<file path="src/rtl/e203_nts_ctx_ctrl_if.sv">
// NTS port of the ITCM general RAM: word-addressed, byte-masked, read data
// returned the cycle after a read access.
interface e203_nts_ctx_ctrl_if #(
   parameter int AW = 6,
   parameter int DW = 32,
   parameter int MW = 4
);
   logic          cs_nts;
   logic          we_nts;
   logic [AW-1:0] addr_nts;
   logic [MW-1:0] wem_nts;
   logic [DW-1:0] din_nts;
   logic [DW-1:0] dout_nts;

   modport master (
      output cs_nts, we_nts, addr_nts, wem_nts, din_nts,
      input  dout_nts
   );

   modport slave (
      input  cs_nts, we_nts, addr_nts, wem_nts, din_nts,
      output dout_nts
   );
endinterface

</file>
<file path="src/rtl/e203_nts_ctx_ctrl.sv">
// Interrupt context save/restore engine: streams a block of integer registers
// into the NTS RAM on irq and back into the register file on mret.
module e203_nts_ctx_ctrl #(
   parameter int NREG      = 15,
   parameter int FIRST_REG = 1,
   parameter int AW        = 6,
   parameter int DW        = 32,
   parameter int MW        = 4,
   parameter int BASE      = 0
) (
   input  logic                  clk,
   input  logic                  rst,
   input  logic                  irq_i,
   input  logic                  mret_i,
   output logic                  busy,
   output logic                  irq_s_reg_done,
   output logic                  mret2ram,
   output logic [4:0]            rf_raddr,
   input  logic [DW-1:0]         rf_rdata,
   output logic                  rf_wen,
   output logic [4:0]            rf_waddr,
   output logic [DW-1:0]         rf_wdata,
   e203_nts_ctx_ctrl_if.master   nts
);

   localparam int CW = $clog2(NREG + 1);

   typedef enum logic [2:0] {
      IDLE    = 3'd0,
      SAVE    = 3'd1,
      S_DONE  = 3'd2,
      RESTORE = 3'd3,
      R_DONE  = 3'd4
   } state_t;

   state_t        state, state_n;
   logic [CW-1:0] cnt, cnt_n;
   logic          pend_s, pend_s_n;
   logic          pend_r, pend_r_n;
   logic [AW-1:0] slot_addr;
   logic [4:0]    slot_reg;

   assign slot_addr = AW'(BASE) + AW'(cnt);
   assign slot_reg  = 5'(FIRST_REG) + 5'(cnt);
   assign busy      = (state != IDLE);

   always_ff @(posedge clk) begin
      if (rst) begin
         state  <= IDLE;
         cnt    <= '0;
         pend_s <= 1'b0;
         pend_r <= 1'b0;
      end else begin
         state  <= state_n;
         cnt    <= cnt_n;
         pend_s <= pend_s_n;
         pend_r <= pend_r_n;
      end
   end

   always_comb begin
      state_n        = state;
      cnt_n          = cnt;
      pend_s_n       = pend_s | irq_i;
      pend_r_n       = pend_r | mret_i;
      irq_s_reg_done = 1'b0;
      mret2ram       = 1'b0;
      rf_raddr       = '0;
      rf_wen         = 1'b0;
      rf_waddr       = '0;
      rf_wdata       = '0;
      nts.cs_nts     = 1'b0;
      nts.we_nts     = 1'b0;
      nts.addr_nts   = '0;
      nts.wem_nts    = '0;
      nts.din_nts    = '0;

      case (state)
         IDLE: begin
            // Save wins over restore; a flag is consumed on entry to its state.
            if (pend_s || irq_i) begin
               state_n  = SAVE;
               pend_s_n = 1'b0;
               cnt_n    = '0;
            end else if (pend_r || mret_i) begin
               state_n  = RESTORE;
               pend_r_n = 1'b0;
               cnt_n    = '0;
            end
         end
         SAVE: begin
            nts.cs_nts   = 1'b1;
            nts.we_nts   = 1'b1;
            nts.wem_nts  = '1;
            nts.addr_nts = slot_addr;
            rf_raddr     = slot_reg;
            nts.din_nts  = rf_rdata;
            if (cnt == CW'(NREG - 1)) begin
               state_n = S_DONE;
               cnt_n   = '0;
            end else begin
               cnt_n = cnt + CW'(1);
            end
         end
         S_DONE: begin
            irq_s_reg_done = 1'b1;
            state_n        = IDLE;
         end
         RESTORE: begin
            // Read of slot i overlaps the register write of slot i-1.
            if (cnt != CW'(NREG)) begin
               nts.cs_nts   = 1'b1;
               nts.addr_nts = slot_addr;
            end
            if (cnt != '0) begin
               rf_wen   = 1'b1;
               rf_waddr = slot_reg - 5'd1;
               rf_wdata = nts.dout_nts;
            end
            if (cnt == CW'(NREG)) begin
               state_n = R_DONE;
               cnt_n   = '0;
            end else begin
               cnt_n = cnt + CW'(1);
            end
         end
         R_DONE: begin
            mret2ram = 1'b1;
            state_n  = IDLE;
         end
         default: state_n = IDLE;
      endcase
   end

endmodule

</file>
<file path="src/flat_wrapper.sv">
// flat-port wrapper written by rule: the top's interface ports become plain ports
module e203_nts_ctx_ctrl_flat 
#(
   parameter int NREG      = 15,
   parameter int FIRST_REG = 1,
   parameter int AW        = 6,
   parameter int DW        = 32,
   parameter int MW        = 4,
   parameter int BASE      = 0
)
  (clk, rst, irq_i, mret_i, busy, irq_s_reg_done, mret2ram, rf_raddr, rf_rdata, rf_wen, rf_waddr, rf_wdata, nts_cs_nts, nts_we_nts, nts_addr_nts, nts_wem_nts, nts_din_nts, nts_dout_nts);
  e203_nts_ctx_ctrl_if #(.AW(AW), .DW(DW), .MW(MW)) nts_i ();
  input  logic clk;
  input  logic rst;
  input  logic irq_i;
  input  logic mret_i;
  output logic busy;
  output logic irq_s_reg_done;
  output logic mret2ram;
  output logic [4:0] rf_raddr;
  input  logic [DW-1:0] rf_rdata;
  output logic rf_wen;
  output logic [4:0] rf_waddr;
  output logic [DW-1:0] rf_wdata;
  output wire logic [$bits(nts_i.cs_nts)-1:0] nts_cs_nts;
  output wire logic [$bits(nts_i.we_nts)-1:0] nts_we_nts;
  output wire logic [$bits(nts_i.addr_nts)-1:0] nts_addr_nts;
  output wire logic [$bits(nts_i.wem_nts)-1:0] nts_wem_nts;
  output wire logic [$bits(nts_i.din_nts)-1:0] nts_din_nts;
  input wire logic [$bits(nts_i.dout_nts)-1:0] nts_dout_nts;
  assign nts_cs_nts = nts_i.cs_nts;
  assign nts_we_nts = nts_i.we_nts;
  assign nts_addr_nts = nts_i.addr_nts;
  assign nts_wem_nts = nts_i.wem_nts;
  assign nts_din_nts = nts_i.din_nts;
  assign nts_i.dout_nts = nts_dout_nts;
  e203_nts_ctx_ctrl #(.NREG(NREG), .FIRST_REG(FIRST_REG), .AW(AW), .DW(DW), .MW(MW), .BASE(BASE)) u_core (.clk(clk), .rst(rst), .irq_i(irq_i), .mret_i(mret_i), .busy(busy), .irq_s_reg_done(irq_s_reg_done), .mret2ram(mret2ram), .rf_raddr(rf_raddr), .rf_rdata(rf_rdata), .rf_wen(rf_wen), .rf_waddr(rf_waddr), .rf_wdata(rf_wdata), .nts(nts_i));
endmodule
</file>
<file path="config.mk">
export PLATFORM = sky130hd
export DESIGN_NAME = e203_nts_ctx_ctrl_flat
export DESIGN_NICKNAME = d
export VERILOG_FILES = /design/src/rtl/e203_nts_ctx_ctrl_if.sv /design/src/rtl/e203_nts_ctx_ctrl.sv /design/src/flat_wrapper.sv
export SDC_FILE = /design/constraint.sdc
export NUM_CORES = 1
export LEC_CHECK = 0
export ABC_AREA = 1
export CAP_MARGIN = 20
export CORE_ASPECT_RATIO = 0.6
export CORE_MARGIN = 1
export CORE_UTILIZATION = 27
export CTS_CLUSTER_DIAMETER = 40
export DETAILED_ROUTE_END_ITERATION = 16
export PLACE_DENSITY_LB_ADDON = 0.08
export REMOVE_ABC_BUFFERS = 1
export SLEW_MARGIN = 40
export SYNTH_ARGS = -nofsm -noshare
export SYNTH_HDL_FRONTEND = slang
export SYNTH_SLANG_ARGS = --single-unit
</file>
<file path="constraint.sdc">
create_clock -name clk -period 1.8 [get_ports clk]
set_input_delay 0.18 -clock clk [delete_from_list [all_inputs] [get_ports clk]]
set_output_delay 0.18 -clock clk [all_outputs]
set_load 0.05 [all_outputs]
</file>
==> results by group, run 1 <==
Min path
  • Hold Path Class: reg -> reg
  • Hold depth: 2
  • Min-Delay Startpoint: u_core.cnt[3]$_SDFFE_PP0P_
  • Hold endpoint: u_core.cnt[3]$_SDFFE_PP0P_

Worst setup path
  • FF-to-FF End: u_core.cnt[1]$_SDFFE_PP0P_
  • Req. time, crit path: 1.62 ns
  • Worst r2r src: u_core.cnt[0]$_SDFFE_PP0P_
  • Setup crit start kind: flip-flop
  • Reg2reg setup slack: 0.39 ns
  • FF-to-FF path depth: 8
  • Crit path capture type: primary output
  • Setup Crit Path Kind: reg -> out
  • CP Max Fanout: 6
  • CP arrival: 1.57 ns

Clock tree
  • Longest Clk Path Bufs: 2
  • CTS clock-pin slew for the worst setup and hold paths: 0.05 ns
  • CTS tree: built
  • Num CTS Buffers: 3
  • Clock root cell: clkbuf_8
  • Worst skew pair latency: 0.24 ns
  • H-tree levels: 1
  • CTS sink cnt: 9

Logic synthesis
  • Unique masters post-synth: 18
  • Sequential area share after synthesis: 13.9%
  • #FFs+latches synth: 9
  • Synth top area share: 26.7%
  • Area leader, netlist: nor2_1
  • Gate count of the mapped netlist: 264
  • Largest cells by area after synthesis: nor2_1 (27%), inv_1 (24%), dfxtp_1 (14%), nand2_1 (8.4%), nand3_1 (6.2%)
  • Netlist Area Pre-Place: 1290 µm²
  • Avg Cell Area, Syn: 4.90 µm²
  • Synth warnings: 0

Cells and area
  • Multi-input logic area: 807 µm²
  • N_diodes: 0
  • Commonest non-fill, non-tap cells in the layout: buf_12 (86), inv_1 (79), clkdlybuf4s50_1 (67)
  • Commonest non-fill, non-tap cell in the layout: buf_12
  • # fillers: 260
  • Seq. cell area: 188 µm²
  • Layout area overhead: 206%
  • Share of layout cells above drive strength 1: 38.4%
  • Total Nets Final: 498
  • Finished Cell Area: 3960 µm²

Floorplanning
  • Die area: 5080 µm²
  • Starting Density: 28.2%
  • Core ar.: 4590 µm²
  • Die Width: 91.3 µm
  • Top-level I/O count: 158
  • Number of core rows: 19
  • Die height: 55.6 µm

Place
  • Post-detail-place hpwl: 5100 µm
  • RD Place Congestion: 0.880
  • Place WS: 0.171 ns
  • Dpl cell area: 3740 µm²
  • Port buffer count: 155

Route
  • Initial DRC Count: 82
  • Final ANT Viol Nets: 0
  • # DRC: 0
  • Avg WL per Cell: 12.4 µm
  • DR vias: 2091
  • WL final: 6070 µm
  • 1st-pass router iterations: 4
  • Routed vias/inst: 4.28

Global routing
  • All-Layer GR Usage: 22.9%
  • Grt total ovfl: 0
  • Maximum number of pins on one net before global-route repair: 25
  • Initial antenna violation count: 0
  • Global-route wire length before repair: 9100 µm
  • Vias in the first global route: 1968

Timing
  • Tcrit/Tclk final: 97.1%
  • Final setup fails: 0
  • Max Slew Vio Count: 0
  • Hold Vio Cnt, Final: 0
  • Setup WS post-layout: 0.0524 ns
  • FMAX: 572 MHz
  • Worst Clk Skew: 0.00868 ns
  • Tmin final: 1.75 ns
  • Setup repair after global routing missed its margin: yes

Pwr
  • Seq pwr share: 6.7%
  • Sw frac: 54.0%
  • Overall power: 5540 µW
  • VDD IR max: 1.13 mV
  • P_leak: 0.00194 µW
  • Switch Pwr: 2990 µW
  • Clock power frac: 4.4%
  • Combinational share of power: 88.9%
  • Pwr Density: 1400 nW/µm²
  • Internal power: 2550 µW

Run
  • Max-Cap Viols: 0

Outcome
  • Outcome: finished clean
-- layout make-up --
cell class	count	share of cell area [%]
multi-input combinational	158	20.4
sequential	9	4.74
clock buffer	4	1.14
tap	63	1.99
timing repair buffer	169	63.7
inverter	85	8.06
-- power groups by stage --
stage | combinational (µW) | sequential [µW] | clock, µW
3_5_place_dp | 4710 | 351 | 0
5_1_grt | 5160 | 383 | 262
4_1_cts | 4810 | 352 | 248
3_3_place_gp | 4660 | 346 | 0
6_report | 4930 | 371 | 245
2_1_floorplan | 1600 | 302 | 0
-- state kept, by name, indices dropped and copies added (netlist names) --
register       count
u_core.pend_s      1
u_core.pend_r      1
u_core.cnt         4
u_core.state       3
-- stage by stage --
stage	utilization, %	hold slack, ns	cells	TNS (ns)
detailed placement	81.6	0.530	480	0
global route	86.3	0.583	488	-0.253
global placement	81.6	0.534	480	0
floorplan	-	0.249	252	-47.80
finish	86.3	0.546	488	0
CTS	83.8	0.537	484	0
-- cells in the mapped netlist (all sizes together) --
master / count
a21oi: 6
buf: 13
conb: 1
dfxtp: 9
ha: 4
inv: 85
nand2: 32
nand3: 16
nand4: 1
nor2: 93
nor3: 3
o21ai: 1
-- per-layer routing --
metal	global-route usage, %	vias up	routed length (µm)
met1	25.1	933	2290
met2	43.6	103	3160
li1	-	1047	-
met3	6.28	8	517
met5	0	-	0
met4	6.35	0	99
-- repair_timing --
| action | in CTS | in global routing |
|---|---|---|
| hold endpoints to repair | 0 | 0 |
| resized for setup | 23 | 32 |
| endpoints found under the setup margin | 49 | 41 |
| hold buffers | 0 | 0 |
| pin swaps | 0 | 5 |
| setup buffers | 0 | 4 |
-- logic make-up after synthesis --
logic type / share of synthesized area, %
adder cells (fa/ha/maj): 3.87
AO/OA/AOI/OAI: 2.71
flip-flops: 13.9
buffers and inverters: 33.5
other: 0.290
AND/OR/NAND/NOR: 45.7
-- how the worst max path moves through the flow --
stage,start,to,slack (ns),cells after the start
4_1_cts,u_core.cnt[1]$_SDFFE_PP0P_,rf_wdata[5],0.008,7
3_5_place_dp,u_core.cnt[0]$_SDFFE_PP0P_,nts_addr_nts[3],0.17,7
6_report,u_core.cnt[0]$_SDFFE_PP0P_,nts_addr_nts[2],0.05,7
2_1_floorplan,u_core.state[2]$_SDFFE_PP0P_,u_core.state[1]$_SDFFE_PP0P_,-2.40,6
5_1_grt,u_core.cnt[0]$_SDFFE_PP0P_,rf_waddr[4],-0.05,10
3_3_place_gp,u_core.state[2]$_SDFFE_PP0P_,nts_din_nts[16],0.20,7
-- critical path, stage by stage (launching register included) --
cell and delay [ns]:
dfxtp_4 0.37, ha_2 0.20, nand3_1 0.16, nand2_2 0.15
nand2_1 0.09, inv_2 0.12, nor2_1 0.05, buf_4 0.18
Power figures use the tool's default switching activity.
==> inputs of run 2 (changes only) <==
--- a/config.mk
+++ b/config.mk
@@ -12,7 +12,7 @@
 export CORE_UTILIZATION = 27
 export CTS_CLUSTER_DIAMETER = 40
 export DETAILED_ROUTE_END_ITERATION = 16
-export PLACE_DENSITY_LB_ADDON = 0.08
+export PLACE_DENSITY_LB_ADDON = 0.2
 export REMOVE_ABC_BUFFERS = 1
 export SLEW_MARGIN = 40
 export SYNTH_ARGS = -nofsm -noshare
==> run 2 against run 1 <==
Compared with the run above: sequential power grew 7.0%; via count up 3.1%; clock power about the same; clock skew decreased by 0.0045 ns; register-to-register slack lost 0.15 ns; final cell count decreased by 0.82%; combinational power shrank 1%; hold slack better by 0.0011 ns; sequential share of layout area up 0.17 points; count of clock-buffer cells in the layout down 1; critical endpoint is now rf_waddr[4]; critical path depth unchanged.
==> results by group, run 2 (same netlist as run 1, synthesis figures left out) <==
Outcome
  • Outcome: finished clean

Route
  • 1st-pass router iterations: 4 (unchanged)
  • DR vias: 2156 (+3.1%)
  • WL final: 6440 µm (+6.2%)
  • Routed vias/inst: 4.45 (+4.0%)
  • # DRC: 0 (unchanged)
  • Initial DRC Count: 98 (+20%)
  • Avg WL per Cell: 13.3 µm (+7.1%)
  • Final ANT Viol Nets: 0 (unchanged)

Place
  • RD Place Congestion: 0.956 (+8.6%)
  • Post-detail-place hpwl: 5140 µm (+0.73%)
  • Post-placement cell count: 477 (-0.63%)
  • Port buffer count: 155 (unchanged)

Cells and area
  • Commonest non-fill, non-tap cell in the layout: buf_12
  • # fillers: 247 (-5.0%)
  • Fin cells: 484 (-0.82%)
  • Share of layout cells above drive strength 1: 39.0% (+0.60 points)
  • N_diodes: 0 (unchanged)
  • Total Nets Final: 494 (-0.80%)
  • Number of flip-flops in the largest register: 4 (unchanged)
  • Commonest non-fill, non-tap cells in the layout: buf_12 (82), inv_1 (77), clkdlybuf4s50_1 (67)
  • Layout area overhead: 203%
  • Biggest register: u_core.cnt
  • Top Registers: u_core.cnt (4), u_core.state (3)

Global routing
  • Global-route wire length before repair: 9720 µm (+6.8%)
  • All-Layer GR Usage: 24.2% (+1.2 points)
  • Grt total ovfl: 0 (unchanged)
  • Vias in the first global route: 2025 (+2.9%)
  • Initial antenna violation count: 0 (unchanged)
  • Maximum number of pins on one net before global-route repair: 33 (+32%)

Timing
  • Tmin final: 1.79 ns (+0.0414 ns)
  • Worst hold margin: 0.547 ns (+0.00107 ns)
  • FMAX: 559 MHz (-2.3%)
  • Accumulated negative setup slack: 0 ns (unchanged)
  • Hold Vio Cnt, Final: 0 (unchanged)
  • Worst Clk Skew: 0.00415 ns (-0.00453 ns)
  • Setup repair after global routing missed its margin: yes
  • Final setup fails: 0 (unchanged)
  • Tcrit/Tclk final: 99.4% (+2.3 points)
  • Max Slew Vio Count: 0 (unchanged)

Floorplanning
  • Starting Density: 28.2% (unchanged)
  • Die height: 55.6 µm (unchanged)
  • Number of core rows: 19 (unchanged)
  • Top-level I/O count: 158 (unchanged)
  • Die Width: 91.3 µm (unchanged)
  • Die area: 5080 µm² (unchanged)
  • Core ar.: 4590 µm² (unchanged)

Clock tree
  • Num CTS Buffers: 3 (unchanged)
  • CTS tree: built
  • CTS sink cnt: 9 (unchanged)
  • Clock root cell: clkbuf_8
  • Worst skew pair latency: 0.24 ns (about the same)
  • H-tree levels: 1 (unchanged)
  • Hold-fix buffers at CTS: 0 (unchanged)
  • CTS clock-pin slew for the worst setup and hold paths: 0.05 ns (about the same)
  • Longest Clk Path Bufs: 2 (unchanged)

Worst setup path
  • Req. time, crit path: 1.62 ns (about the same)
  • Critical path cell sequence: inv_1 > nand2_1 > nand2_1 > nand3_2 > nand2_1 > nor2_2 > buf_12
  • Most common cell on crit path: nand2_1
  • Setup Crit Path Kind: reg -> out
  • CP max stage delay: 0.45 ns (+0.08 ns)
  • Setup crit start kind: flip-flop
  • CP max stage cell: dfxtp_1
  • Crit path capture type: primary output
  • CP Max Fanout: 6 (unchanged)
  • CP arrival: 1.61 ns (+0.04 ns)

Pwr
  • VDD IR max: 0.984 mV (-13%)
  • Overall power: 5500 µW (-0.71%)
  • Pwr Density: 1400 nW/µm² (+0.17%)
  • P_leak: 0.00191 µW (-1.5%)

Run
  • Max-Cap Viols: 0 (unchanged)

Min path
  • Hold Path Class: reg -> reg
-- run 2: layout make-up --
class | count | area (µm²) | share of cell area (%)
Timing Repair Buffer | 165 | 2440 | 62.3
Multi-Input combinational cell | 158 | 840 | 21.4
Inverter | 85 | 322 | 8.20
Sequential cell | 9 | 193 | 4.91
Tap cell | 63 | 78.8 | 2.01
Clock buffer | 3 | 41.3 | 1.05
Clock inverter | 1 | 5.00 | 0.128
-- run 2: timing repair --
action                     in CTS  in global routing
setup endpoints to repair      73                 73
setup buffers                   0                  3
resized for setup              27                 39
pin swaps                       0                  3
-- run 2: worst max-delay path, delay by kind of cell, from the launching register on --
kind | cells | cell delay (ns)
AND/OR/NAND/NOR | 5 | 0.62
buffers and inverters | 2 | 0.29
flip-flops | 1 | 0.45
-- run 2: power by group --
| part | total, µW | switching [µW] | internal (µW) |
|---|---|---|---|
| combinational | 4860 | 2860 | 2000 |
| sequential | 397 | 108 | 288 |
| clock | 245 | 92.7 | 152 |
-- run 2: routing by layer --
metal	up-vias	share of wire, %	track usage (%)
met5	-	0	0
met4	0	2.0	6.80
met3	21	8.8	6.15
met2	141	52	43.6
met1	953	37	28.5
li1	1041	-	-
-- run 2: path summary, 6_finish.rpt --
check                                  to                         start  slack (ns)  cells past startpoint
max                           rf_waddr[4]    u_core.cnt[3]$_SDFFE_PP0P_        0.01                      7
min reg2reg  u_core.state[1]$_SDFFE_PP0P_  u_core.state[1]$_SDFFE_PP0P_        0.55                      2
max reg2reg    u_core.cnt[0]$_SDFFE_PP0P_    u_core.cnt[0]$_SDFFE_PP0P_        0.24                      8
min          u_core.state[1]$_SDFFE_PP0P_  u_core.state[1]$_SDFFE_PP0P_        0.55                      2
-- run 2: per-stage QoR --
stage / setup WS [ns] / util (%) / area, µm²
after global routing: -0.0524 / 85.5 / 3920
after floorplan: -2.40 / - / 1180
final: 0.0111 / 85.5 / 3920
after CTS: -0.0543 / 82.8 / 3800
after global placement: 0.160 / 80.0 / 3670
after detailed placement: 0.0548 / 80.0 / 3670
==> inputs of run 3 (changes only) <==
--- a/config.mk
+++ b/config.mk
@@ -6,7 +6,6 @@
 export NUM_CORES = 1
 export LEC_CHECK = 0
 export ABC_AREA = 1
-export CAP_MARGIN = 20
 export CORE_ASPECT_RATIO = 0.6
 export CORE_MARGIN = 1
 export CORE_UTILIZATION = 27
==> results of run 3 <==
Final layout, timing and power as in run 2 (identical DEF).
